**config.mk**
```make
export PLATFORM = sky130hd
export DESIGN_NAME = z_pipe_csa
export DESIGN_NICKNAME = d
export VERILOG_FILES = /design/src/rtl/z_pipe_csa.sv
export SDC_FILE = /design/constraint.sdc
export NUM_CORES = 1
export LEC_CHECK = 0
export BUFFER_PORTS_ARGS = -buffer_cell sky130_fd_sc_hd__buf_2
export CAP_MARGIN = 20
export CORE_ASPECT_RATIO = 1.75
export CORE_UTILIZATION = 55
export DETAILED_ROUTE_END_ITERATION = 10
export PLACE_DENSITY = 0.89
export SKIP_CTS_REPAIR_TIMING = 1
export SYNTH_ARGS = -nofsm -noshare
export SYNTH_HDL_FRONTEND = slang
export SYNTH_SLANG_ARGS = --single-unit
export TNS_END_PERCENT = 100
```
**constraint.sdc**
```tcl
create_clock -name clk -period 3.5 [get_ports clk]
set_input_delay 0.525 -clock clk [delete_from_list [all_inputs] [get_ports clk]]
set_output_delay 0.525 -clock clk [all_outputs]
set_load 0.05 [all_outputs]
```
**src/rtl/z_pipe_csa.sv**
```systemverilog
// Pipelined carry-select adder/subtractor: K stages of M bits with a global valid/ready advance.
// Optional build macro Z_PIPE_CSA_SAT_EN saturates the sum on signed overflow.
module z_pipe_csa #(
    parameter int K = 2,
    parameter int M = 4
) (
    input  logic             clk,
    input  logic             rst,
    input  logic             in_valid,
    output logic             in_ready,
    input  logic [K*M-1:0]   a,
    input  logic [K*M-1:0]   b,
    input  logic             c_in,
    input  logic             sub,
    output logic             out_valid,
    input  logic             out_ready,
    output logic [K*M-1:0]   sum,
    output logic             c_out,
    output logic             ovf
);
    localparam int N = K * M;

    logic           en_s;
    logic [N-1:0]   b_eff_s;
    logic           cin_eff_s;

    logic           valid_r [K];
    logic [N-1:0]   sum_r   [K];
    logic           carry_r [K];
    logic [N-1:0]   a_r     [K];
    logic [N-1:0]   b_r     [K];
    logic           am_r    [K];
    logic           bm_r    [K];
    logic           ovf_r;

    logic [N-1:0]   a_i_s     [K];
    logic [N-1:0]   b_i_s     [K];
    logic [N-1:0]   sum_i_s   [K];
    logic [N-1:0]   sum_nx_s  [K];
    logic           cin_i_s   [K];
    logic           v_i_s     [K];
    logic           am_i_s    [K];
    logic           bm_i_s    [K];
    logic           carry_nx_s[K];
    logic [M:0]     s0_s      [K];
    logic [M:0]     s1_s      [K];
    logic [M:0]     sel_s     [K];
    logic           ovf_nx_s;
`ifdef Z_PIPE_CSA_SAT_EN
    logic [N-1:0]   sat_s;
`endif

    // Operand conditioning and the whole-pipe advance enable
    always_comb begin
        b_eff_s   = sub ? ~b : b;
        cin_eff_s = sub ? 1'b1 : c_in;
        en_s      = !valid_r[K-1] || out_ready;
    end

    assign in_ready  = en_s;
    assign out_valid = valid_r[K-1];
    assign sum       = sum_r[K-1];
    assign c_out     = carry_r[K-1];
    assign ovf       = ovf_r;

    // Per-stage block resolve: both carry hypotheses, picked by the previous stage's carry
    always_comb begin
        for (int j = 0; j < K; j++) begin
            if (j == 0) begin
                a_i_s[j]   = a;
                b_i_s[j]   = b_eff_s;
                sum_i_s[j] = {N{1'b0}};
                cin_i_s[j] = cin_eff_s;
                v_i_s[j]   = in_valid;
                am_i_s[j]  = a[N-1];
                bm_i_s[j]  = b_eff_s[N-1];
            end else begin
                a_i_s[j]   = a_r[(j > 0) ? j - 1 : 0];
                b_i_s[j]   = b_r[(j > 0) ? j - 1 : 0];
                sum_i_s[j] = sum_r[(j > 0) ? j - 1 : 0];
                cin_i_s[j] = carry_r[(j > 0) ? j - 1 : 0];
                v_i_s[j]   = valid_r[(j > 0) ? j - 1 : 0];
                am_i_s[j]  = am_r[(j > 0) ? j - 1 : 0];
                bm_i_s[j]  = bm_r[(j > 0) ? j - 1 : 0];
            end
            s0_s[j]  = {1'b0, a_i_s[j][j*M +: M]} + {1'b0, b_i_s[j][j*M +: M]};
            s1_s[j]  = {1'b0, a_i_s[j][j*M +: M]} + {1'b0, b_i_s[j][j*M +: M]} + {{M{1'b0}}, 1'b1};
            sel_s[j] = cin_i_s[j] ? s1_s[j] : s0_s[j];
            carry_nx_s[j] = sel_s[j][M];
            sum_nx_s[j]   = sum_i_s[j];
            sum_nx_s[j][j*M +: M] = sel_s[j][M-1:0];
        end
        // Overflow is resolved as the top block lands so the flag leaves a register
        ovf_nx_s = (am_i_s[K-1] == bm_i_s[K-1]) && (sum_nx_s[K-1][N-1] != am_i_s[K-1]);
`ifdef Z_PIPE_CSA_SAT_EN
        sat_s        = {N{1'b0}};
        sat_s[N-1]   = 1'b1;
        if (!am_i_s[K-1]) begin
            sat_s = ~sat_s;
        end else begin
            sat_s = sat_s;
        end
        if (ovf_nx_s) begin
            sum_nx_s[K-1] = sat_s;
        end else begin
            sum_nx_s[K-1] = sum_nx_s[K-1];
        end
`endif
    end

    // Pipeline registers: the whole pipe shifts on en and holds otherwise
    always_ff @(posedge clk) begin
        if (rst) begin
            for (int j = 0; j < K; j++) begin
                valid_r[j] <= 1'b0;
                sum_r[j]   <= {N{1'b0}};
                carry_r[j] <= 1'b0;
                a_r[j]     <= {N{1'b0}};
                b_r[j]     <= {N{1'b0}};
                am_r[j]    <= 1'b0;
                bm_r[j]    <= 1'b0;
            end
            ovf_r <= 1'b0;
        end else if (en_s) begin
            for (int j = 0; j < K; j++) begin
                valid_r[j] <= v_i_s[j];
                sum_r[j]   <= sum_nx_s[j];
                carry_r[j] <= carry_nx_s[j];
                a_r[j]     <= a_i_s[j];
                b_r[j]     <= b_i_s[j];
                am_r[j]    <= am_i_s[j];
                bm_r[j]    <= bm_i_s[j];
            end
            ovf_r <= ovf_nx_s;
        end
    end
endmodule

```
# After elaboration in Yosys (flattened, before gate mapping)

Memory sizes are Yosys's and may differ from the RTL's.
Index checks and enable logic that the tools add are counted.

Memory bits (writable): 56
Input bits: 22
Register bits after elaboration: 1
Output and inout bits: 12
Memories: 7

Memory list:

| name        | words | bits a word | rd ports | clocked after memory_dff | wr ports | RTL line | RTL |
|---|---|---|---|---|---|---|---|
| a_r         | 2     | 8           | 1        | 0                        | 2        | 30       | `logic [N-1:0] a_r [K];` |
| b_r         | 2     | 8           | 1        | 0                        | 2        | 31       | `logic [N-1:0] b_r [K];` |
| sum_r       | 2     | 8           | 2        | 0                        | 2        | 28       | `logic [N-1:0] sum_r [K];` |
| am_r        | 2     | 1           | 1        | 0                        | 2        | 32       | `logic am_r [K];` |
| bm_r        | 2     | 1           | 1        | 0                        | 2        | 33       | `logic bm_r [K];` |
| carry_r     | 2     | 1           | 2        | 0                        | 2        | 29       | `logic carry_r [K];` |
| +1 memories | --    | --          | --       | --                       | --       | --       |  |

Mux-type cells: 23
Equality and inequality tests: 2
Reductions and logical operators: 3
Bitwise gates (word level): 15
$add $sub $neg: 4

Operators with widths:

| operator              | number |
|---|---|
| $mux W8               | 7 |
| $mux W1               | 14 |
| $or A1 B1 Y1          | 14 |
| $add A4 B4 Y5         | 2 |
| $add A5 B1 Y5 const B | 2 |
| $mux W5               | 2 |
| $not A8 Y8            | 1 |
| $eq A1 B1 Y1          | 1 |
| $logic_and A1 B1 Y1   | 1 |
| $logic_not A1 Y1      | 1 |
| $logic_or A1 B1 Y1    | 1 |
| $ne A1 B1 Y1          | 1 |

# Logic depth before layout (Yosys ltp)

Gate-level depths: netlist (run 1).
An unclocked memory read counts as a cell.

Depth in word-level cells: 7
Mapped depth: 9
Mapped depth without buffers: 9

# Worst setup path after synthesis (run 1)

Ideal clock, no wire load.

Path kind: input to register
From: input sub
To: memory carry_r[0][0] (data pin)
Slack: 1.109 ns
Arrival: 2.128 ns
Path buffers: 1
Stages: 9
Cells stage by stage: buf_2 -> xor2_1 -> ha_1 -> fa_1 -> ha_1 -> o21ai_0 -> nor2_1 -> a21o_1 -> a21oi_1

RTL lines:

| item        | RTL line | RTL |
|---|---|---|
| from (decl) | 14       | `input logic sub,` |
| to (decl)   | 29       |  |

==> results by group, run 1 <==
Die
  – Die Ht: 69.6 µm
  – Initial core utilization: 57.6%
  – Die ar.: 0.00283 mm²
  – Core area: 0.00249 mm²
  – IO Pins: 34
  – Die Wd: 40.6 µm
  – Num rows: 24

Yosys
  – Sequential-to-total area share from yosys stat: 51.6%
  – Synth Warn #: 0
  – Number of flops mapped to enable cells by yosys: 24
  – Synth Register Bits: 25
  – Mapped Area: 0.00144 mm²
  – Yosys cell types: 27
  – Top cell type by total area after synthesis: edfxtp_1
  – Top-area cell type share of the netlist area: 50.2%
  – Synth Net Count: 157
  – Synth Area per Inst: 11.7 µm²
  – Ranking of synthesized cells by area: edfxtp_1, ha_1, xnor2_1, and2_1, xor2_1
  – Synth async-reset ratio: 0%
  – Ys flop type: edfxtp_1
  – Gate count of the mapped netlist: 123

Finish
  – Fill cells: 196
  – Antenna Cells: 0
  – Layout Nets: 193
  – Post-route insts no fill: 184
  – Synth-to-Final Area Change: 17.0%
  – Share of layout cells above drive strength 1: 27.8%

Power and ir drop
  – Peak VDD IR: 0.358 mV
  – Pwr dens: 479 mW/mm²
  – Leakage: 0.777 nW

Drt
  – Initial detailed-routing violation count: 35
  – # DRC: 0
  – Wire per inst: 13.0 µm
  – Antenna Nets Post-Route: 0
  – DR vias/cell: 5.35
  – Pre-Repair DR Iteration Count: 2
  – Via count: 984
  – DRT Wirelength: 2.40 mm

Timing
  – Final Worst Setup Slack: 1.12 ns
  – Setup Skew: 0.00186 ns
  – Fmax achieved: 421 MHz
  – Final setup TNS: 0 ns
  – RSZ-0062 raised after global routing: false
  – Minimum clock period after layout: 2.38 ns
  – Final period utilization: 67.9%
  – Worst-Margin Slew: 0.539 ns
  – WHS: 0.501 ns
  – Max transition margin: 63.9%
  – Setup violators final: 0
  – Max-slew violation count: 0
  – Final Hold Viols: 0

Setup path
  – R2r setup slk: 1.12 ns
  – Slowest-stage cell, CP: or4_4
  – Reg-to-Reg End: carry_r[0][1]$_SDFFCE_PN0P_
  – Worst r2r src: a_r[0][4]$_SDFFCE_PN0P_
  – Critical path, cell by cell: ha_1 -> inv_1 -> fa_1 -> inv_1 -> ha_1 -> nand2_1 -> or4_4 -> xnor2_2 -> nor2_1
  – R2R depth: 9
  – Buffer and inverter count on the worst path: 2
  – Startpoint types: flip-flop
  – Endpoint class of the critical path: flip-flop
  – WP data arrival: 2.40 ns
  – Max incr delay on CP: 0.51 ns
  – Family with the most delay on the worst path: adder cells
  – Crit Path Category: reg2reg
  – Worst-path maximum fanout: 3
  – Critical Path RT: 3.53 ns

Placement
  – Dpl cells: 179
  – Number of port buffers: 33
  – Detailed placement HPWL: 1.84 mm
  – Pre-CTS WS: 0.915 ns
  – Placer Congestion: 0.777

GRT
  – Largest net degree at the start of global routing: 25
  – Antenna violations before repair: 0
  – Grt total ovfl: 0
  – Global-route wire length before repair: 4.00 mm
  – Vias in the first global route: 1044
  – GRT Resource Usage Total: 20.9%

Clock network
  – H-tree depth: 1
  – Max clock buf depth: 2
  – Num CTS Buffers: 3
  – Clock Sinks: 25
  – Root buf cell: clkbuf_8
  – Clk_lat worst skew: 0.27 ns
  – CTS tree: done
  – Worst-path clk slew: 0.08 ns

Worst hold path
  – Worst hold stages: 2
  – Worst Hold Class: reg2reg
  – Worst Hold Endpoint: ovf$_SDFFE_PP0P_
  – HP Start: ovf$_SDFFE_PP0P_

Run status
  – Status: finished clean

Flow run
  – Max-cap violations: 0
## registers in the layout (all words and copies together) (netlist names)
signal	flops
b_r	3
ovf	1
valid_r	2
sum_r	12
carry_r	2
bm_r	1
a_r	4
## report_power, final
group,total (mW),switching (mW),internal (mW)
Combinational,0.249,0.158,0.0910
Clock,0.172,0.0903,0.0817
Sequential,0.384,0.0125,0.372
## placed cells by master, fill, tap and decap left out, types with 2 or more instances in the layout
cell	synthesis	final
o21ai_0	2	2
and2_1	11	11
a21oi_1	8	8
xor2_1	7	7
buf_2	2	33
nor3_1	2	2
nand2_1	4	4
fa_1	2	2
ha_1	10	10
nand3_1	2	2
xnor2_1	11	11
edfxtp_1	24	24
clkbuf_8	0	3
inv_1	7	7
nor2_1	16	16
a21o_1	3	3
## Yosys cell counts (2+ instances only)
| cell | count |
|---|---|
| a21o_1 | 3 |
| a21oi_1 | 8 |
| and2_1 | 11 |
| buf_2 | 2 |
| edfxtp_1 | 24 |
| fa_1 | 2 |
| ha_1 | 10 |
| inv_1 | 7 |
| nand2_1 | 4 |
| nand3_1 | 2 |
| nor2_1 | 16 |
| nor3_1 | 2 |
| o21ai_0 | 2 |
| xnor2_1 | 11 |
| xor2_1 | 7 |
## area by class of cell
cell class              instances  area, µm²  area share (%)
flip-flops and latches         25        741            44.1
multi-input cells              88        656            39.0
repair buffers                 34        180            10.7
clock buffers                   4       45.0            2.68
well taps                      26       32.5            1.94
inverters                       7       26.3            1.56
## stage by stage
step	util, %	power, mW	area [µm²]
after floorplan	-	0.584	1440
final	67.4	0.805	1680
after detailed placement	65.0	0.639	1620
after global placement	65.0	0.625	1620
after global routing	67.4	0.847	1680
after CTS	66.8	0.810	1670
## metal layers
metal  global-route usage, %  vias to the layer above  share of wire [%]
met2                    35.8                       29                 60
met3                    4.81                        7                3.2
met4                    16.7                        0                3.5
met5                       0                        -                  0
met1                    17.8                      456                 34
li1                        -                      492                  -
## cells by family (layout without fill, tap and decap cells)
logic type               Yosys count  in the layout  synth area share (%)
AO/OA/AOI/OAI                     15             15                  6.53
XOR/XNOR                          19             19                  12.1
adder cells (fa/ha/maj)           12             12                  11.5
buffers and inverters             10             45                  2.79
flip-flops                        25             25                  51.6
AND/OR/NAND/NOR                   42             42                  15.5
## how the worst max path moves through the flow
stage / cells past startpoint / startpoint / endpoint
after floorplan: 9 / sub / carry_r[0][0]$_SDFFCE_PN0P_
after global placement: 9 / sub / carry_r[0][0]$_SDFFCE_PN0P_
after detailed placement: 9 / sub / carry_r[0][0]$_SDFFCE_PN0P_
after CTS: 9 / a_r[0][4]$_SDFFCE_PN0P_ / carry_r[0][1]$_SDFFCE_PN0P_
after global routing: 9 / a_r[0][4]$_SDFFCE_PN0P_ / carry_r[0][1]$_SDFFCE_PN0P_
final: 9 / a_r[0][4]$_SDFFCE_PN0P_ / carry_r[0][1]$_SDFFCE_PN0P_
## worst register-to-register path, stage by stage, from the launching register on
cell and delay [ns]:
edfxtp_1 0.37, ha_1 0.24, inv_1 0.08, fa_1 0.45, inv_1 0.08, ha_1 0.14, nand2_1 0.08, or4_4 0.51
xnor2_2 0.13, nor2_1 0.05
(Power assumes the default switching activity.)
==> run 2: changes to the inputs <==
--- a/config.mk
+++ b/config.mk
@@ -5,12 +5,13 @@
 export SDC_FILE = /design/constraint.sdc
 export NUM_CORES = 1
 export LEC_CHECK = 0
+export ABC_AREA = 1
 export BUFFER_PORTS_ARGS = -buffer_cell sky130_fd_sc_hd__buf_2
 export CAP_MARGIN = 20
 export CORE_ASPECT_RATIO = 1.75
-export CORE_UTILIZATION = 55
+export CORE_UTILIZATION = 53
 export DETAILED_ROUTE_END_ITERATION = 10
-export PLACE_DENSITY = 0.89
+export PLACE_DENSITY = 0.86
 export SKIP_CTS_REPAIR_TIMING = 1
 export SYNTH_ARGS = -nofsm -noshare
 export SYNTH_HDL_FRONTEND = slang
==> constraint.sdc (replaced) <==
create_clock -name clk -period 2.5 [get_ports clk]
set_input_delay 0.375 -clock clk [delete_from_list [all_inputs] [get_ports clk]]
set_output_delay 0.375 -clock clk [all_outputs]
set_load 0.05 [all_outputs]
==> run 2 against run 1 <==
  * Sequential power grew 39%
  * Highest routed layer unchanged
  * Clock-buffer cell count decreased by 1
  * Largest power group unchanged
  * Clock skew is 0.0022 ns higher
  * Largest cell class unchanged
==> results by group, run 2 <==
Finish
  – Synth-to-Final Area Change: 15.7%
  – Layout Nets: 229
  – Largest regs: sum_r (12), a_r (4), b_r (3)
  – Max reg flops: 12
  – Most frequent cells in the layout: buf_2, inv_1, nor2_1, edfxtp_1, nand2_1
  – Share of layout cells above drive strength 1: 25.3%
  – Largest Register: sum_r
  – Antenna Cells: 0
  – Most common cell after layout, fill and taps aside: buf_2
  – Util after Layout: 64.9%

Yosys
  – Synth cell count leaders: inv_1, nor2_1, edfxtp_1, nand2_1, nand3_1
  – Top-area cell type share of the netlist area: 47.7%
  – Mapped Area: 0.00151 mm²
  – Sequential-to-total area share from yosys stat: 49.0%
  – Ys flop type: edfxtp_1
  – Synth Net Count: 192
  – Synth Area per Inst: 9.56 µm²
  – Ranking of synthesized cells by area: edfxtp_1, ha_1, inv_1, nor2_1, nand2_1
  – Synth async-reset ratio: 0%
  – Synth Register Bits: 25
  – Number of flops mapped to enable cells by yosys: 24
  – Synth Warn #: 0
  – Yosys cell types: 27
  – Top cell type by total area after synthesis: edfxtp_1
  – Gate count of the mapped netlist: 158

Drt
  – DR vias/cell: 5.41
  – Via count: 1195
  – Pre-Repair DR Iteration Count: 4
  – Wire per inst: 11.8 µm
  – Initial detailed-routing violation count: 40
  – # DRC: 0
  – DRT Wirelength: 2.60 mm
  – Antenna Nets Post-Route: 0

GRT
  – Largest net degree at the start of global routing: 25
  – Met3 Usage GRT: 3.71%
  – Met2 Use GR: 37.1%
  – GR Util met1: 18.0%
  – Vias in the first global route: 1210
  – Global-route wire length before repair: 4.64 mm
  – Antenna violations before repair: 0
  – GRT Resource Usage Total: 19.7%
  – Gr busiest metal: met2
  – Grt total ovfl: 0

Clock network
  – Clock Sinks: 25
  – Max clock buf depth: 2
  – Root buf cell: clkbuf_8
  – CTS tree: done
  – Num CTS Buffers: 3
  – Clk_lat worst skew: 0.27 ns
  – H-tree depth: 1
  – Worst-path clk slew: 0.09 ns

Setup path
  – Startpoint types: input port
  – Crit Path Category: in2reg
  – Worst-path maximum fanout: 9
  – WP data arrival: 2.17 ns
  – Endpoint class of the critical path: flip-flop
  – Critical Path RT: 2.53 ns

Timing
  – Final setup TNS: 0 ns
  – Final Worst Setup Slack: 0.359 ns
  – Worst-Margin Slew: 0.306 ns
  – Final period utilization: 85.6%
  – Max transition margin: 79.6%
  – Setup violators final: 0
  – Final Hold Viols: 0
  – Max-slew violation count: 0
  – Fmax achieved: 467 MHz
  – RSZ-0062 raised after global routing: false
  – Minimum clock period after layout: 2.14 ns
  – Setup Skew: 0.00408 ns
  – WHS: 0.397 ns

Placement
  – Placer Congestion: 0.772
  – Number of port buffers: 33
  – Detailed placement HPWL: 2.08 mm
  – Pre-CTS WS: 0.0696 ns

Die
  – IO Pins: 34
  – Core area: 0.00269 mm²
  – Die ar.: 0.00308 mm²
  – Die Ht: 72.6 µm
  – Die Wd: 42.4 µm
  – Initial core utilization: 56.1%
  – Num rows: 25

Power and ir drop
  – Clock power share: 21.5%
  – Switching Fraction: 34.3%
  – Pwr dens: 649 mW/mm²
  – Sw Pwr: 389 µW
  – Seq pwr share: 47.2%
  – Logic gate share of total power: 31.3%
  – Internal: 745 µW
  – Leakage: 0.873 nW
  – Peak VDD IR: 0.383 mV

Flow run
  – Max-cap violations: 0

Run status
  – Status: finished clean

Worst hold path
  – Worst Hold Class: in2reg
run 2: cell count changes after synthesis, sizes merged, moves of 4 or more:
cell | previous run | this run
a21o | 4 | 0
and2 | 11 | 0
inv | 7 | 27
nand2 | 4 | 21
nand3 | 2 | 15
nor2 | 16 | 27
xnor2 | 12 | 5
run 2: layout make-up:
type / count / area, µm²
multi-input cells: 104 / 652
clock buffers: 3 / 41.3
fillers: 237 / 943
clock inverters: 1 / 5.00
well taps: 27 / 33.8
flip-flops and latches: 25 / 741
inverters: 27 / 101
repair buffers: 34 / 173
run 2: cells by family (layout without fill, tap and decap cells):
logic type | after synthesis | in the layout | synth area share (%)
xor gates and xnor gates | 9 | 9 | 5.72
DFF | 25 | 25 | 49.0
adders and majority gates | 12 | 12 | 10.9
AOI/OAI and AO/OA | 16 | 16 | 5.55
and+or+nand+nor | 67 | 67 | 21.0
buffers and inverters | 29 | 65 | 7.79
run 2: layer usage:
layer | wire [µm] | vias up
li1 | - | 584
met1 | 898 | 549
met2 | 1490 | 52
met3 | 113 | 10
met4 | 99 | 0
met5 | 0 | -
run 2: final timing paths:
kind | from | endpoint | slack, ns | cells past startpoint
worst min-delay path | a[6] | a_r[0][6]$_SDFFCE_PN0P_ | 0.40 | 3
worst max-delay path | sub | carry_r[0][0]$_SDFFCE_PN0P_ | 0.36 | 10
worst min register to register | ovf$_SDFFE_PP0P_ | ovf$_SDFFE_PP0P_ | 0.48 | 2
worst max register to register | a_r[0][4]$_SDFFCE_PN0P_ | carry_r[0][1]$_SDFFCE_PN0P_ | 0.45 | 10
run 2: power by group through the flow:
stage / clock [mW] / combinational [mW] / sequential, mW
after floorplan: 0 / 0.189 / 0.629
after global placement: 0 / 0.333 / 0.543
after detailed placement: 0 / 0.355 / 0.545
after CTS: 0.242 / 0.356 / 0.536
after global routing: 0.258 / 0.393 / 0.541
final: 0.243 / 0.355 / 0.535
run 2: stage by stage:
step | area (µm²) | total power [mW] | instances
2_1_floorplan | 1510 | 0.818 | 158
3_5_place_dp | 1700 | 0.900 | 217
5_1_grt | 1750 | 1.19 | 221
6_report | 1750 | 1.13 | 221
4_1_cts | 1750 | 1.13 | 221
3_3_place_gp | 1700 | 0.876 | 217
run 2: worst max-delay path: stages:
cell and delay [ns]:
buf_2 0.18, xor2_1 0.18, ha_1 0.22, fa_1 0.55
ha_1 0.22, nand2_4 0.07, nor2_2 0.12, nand3_2 0.10
o21ai_2 0.12, a21oi_1 0.04
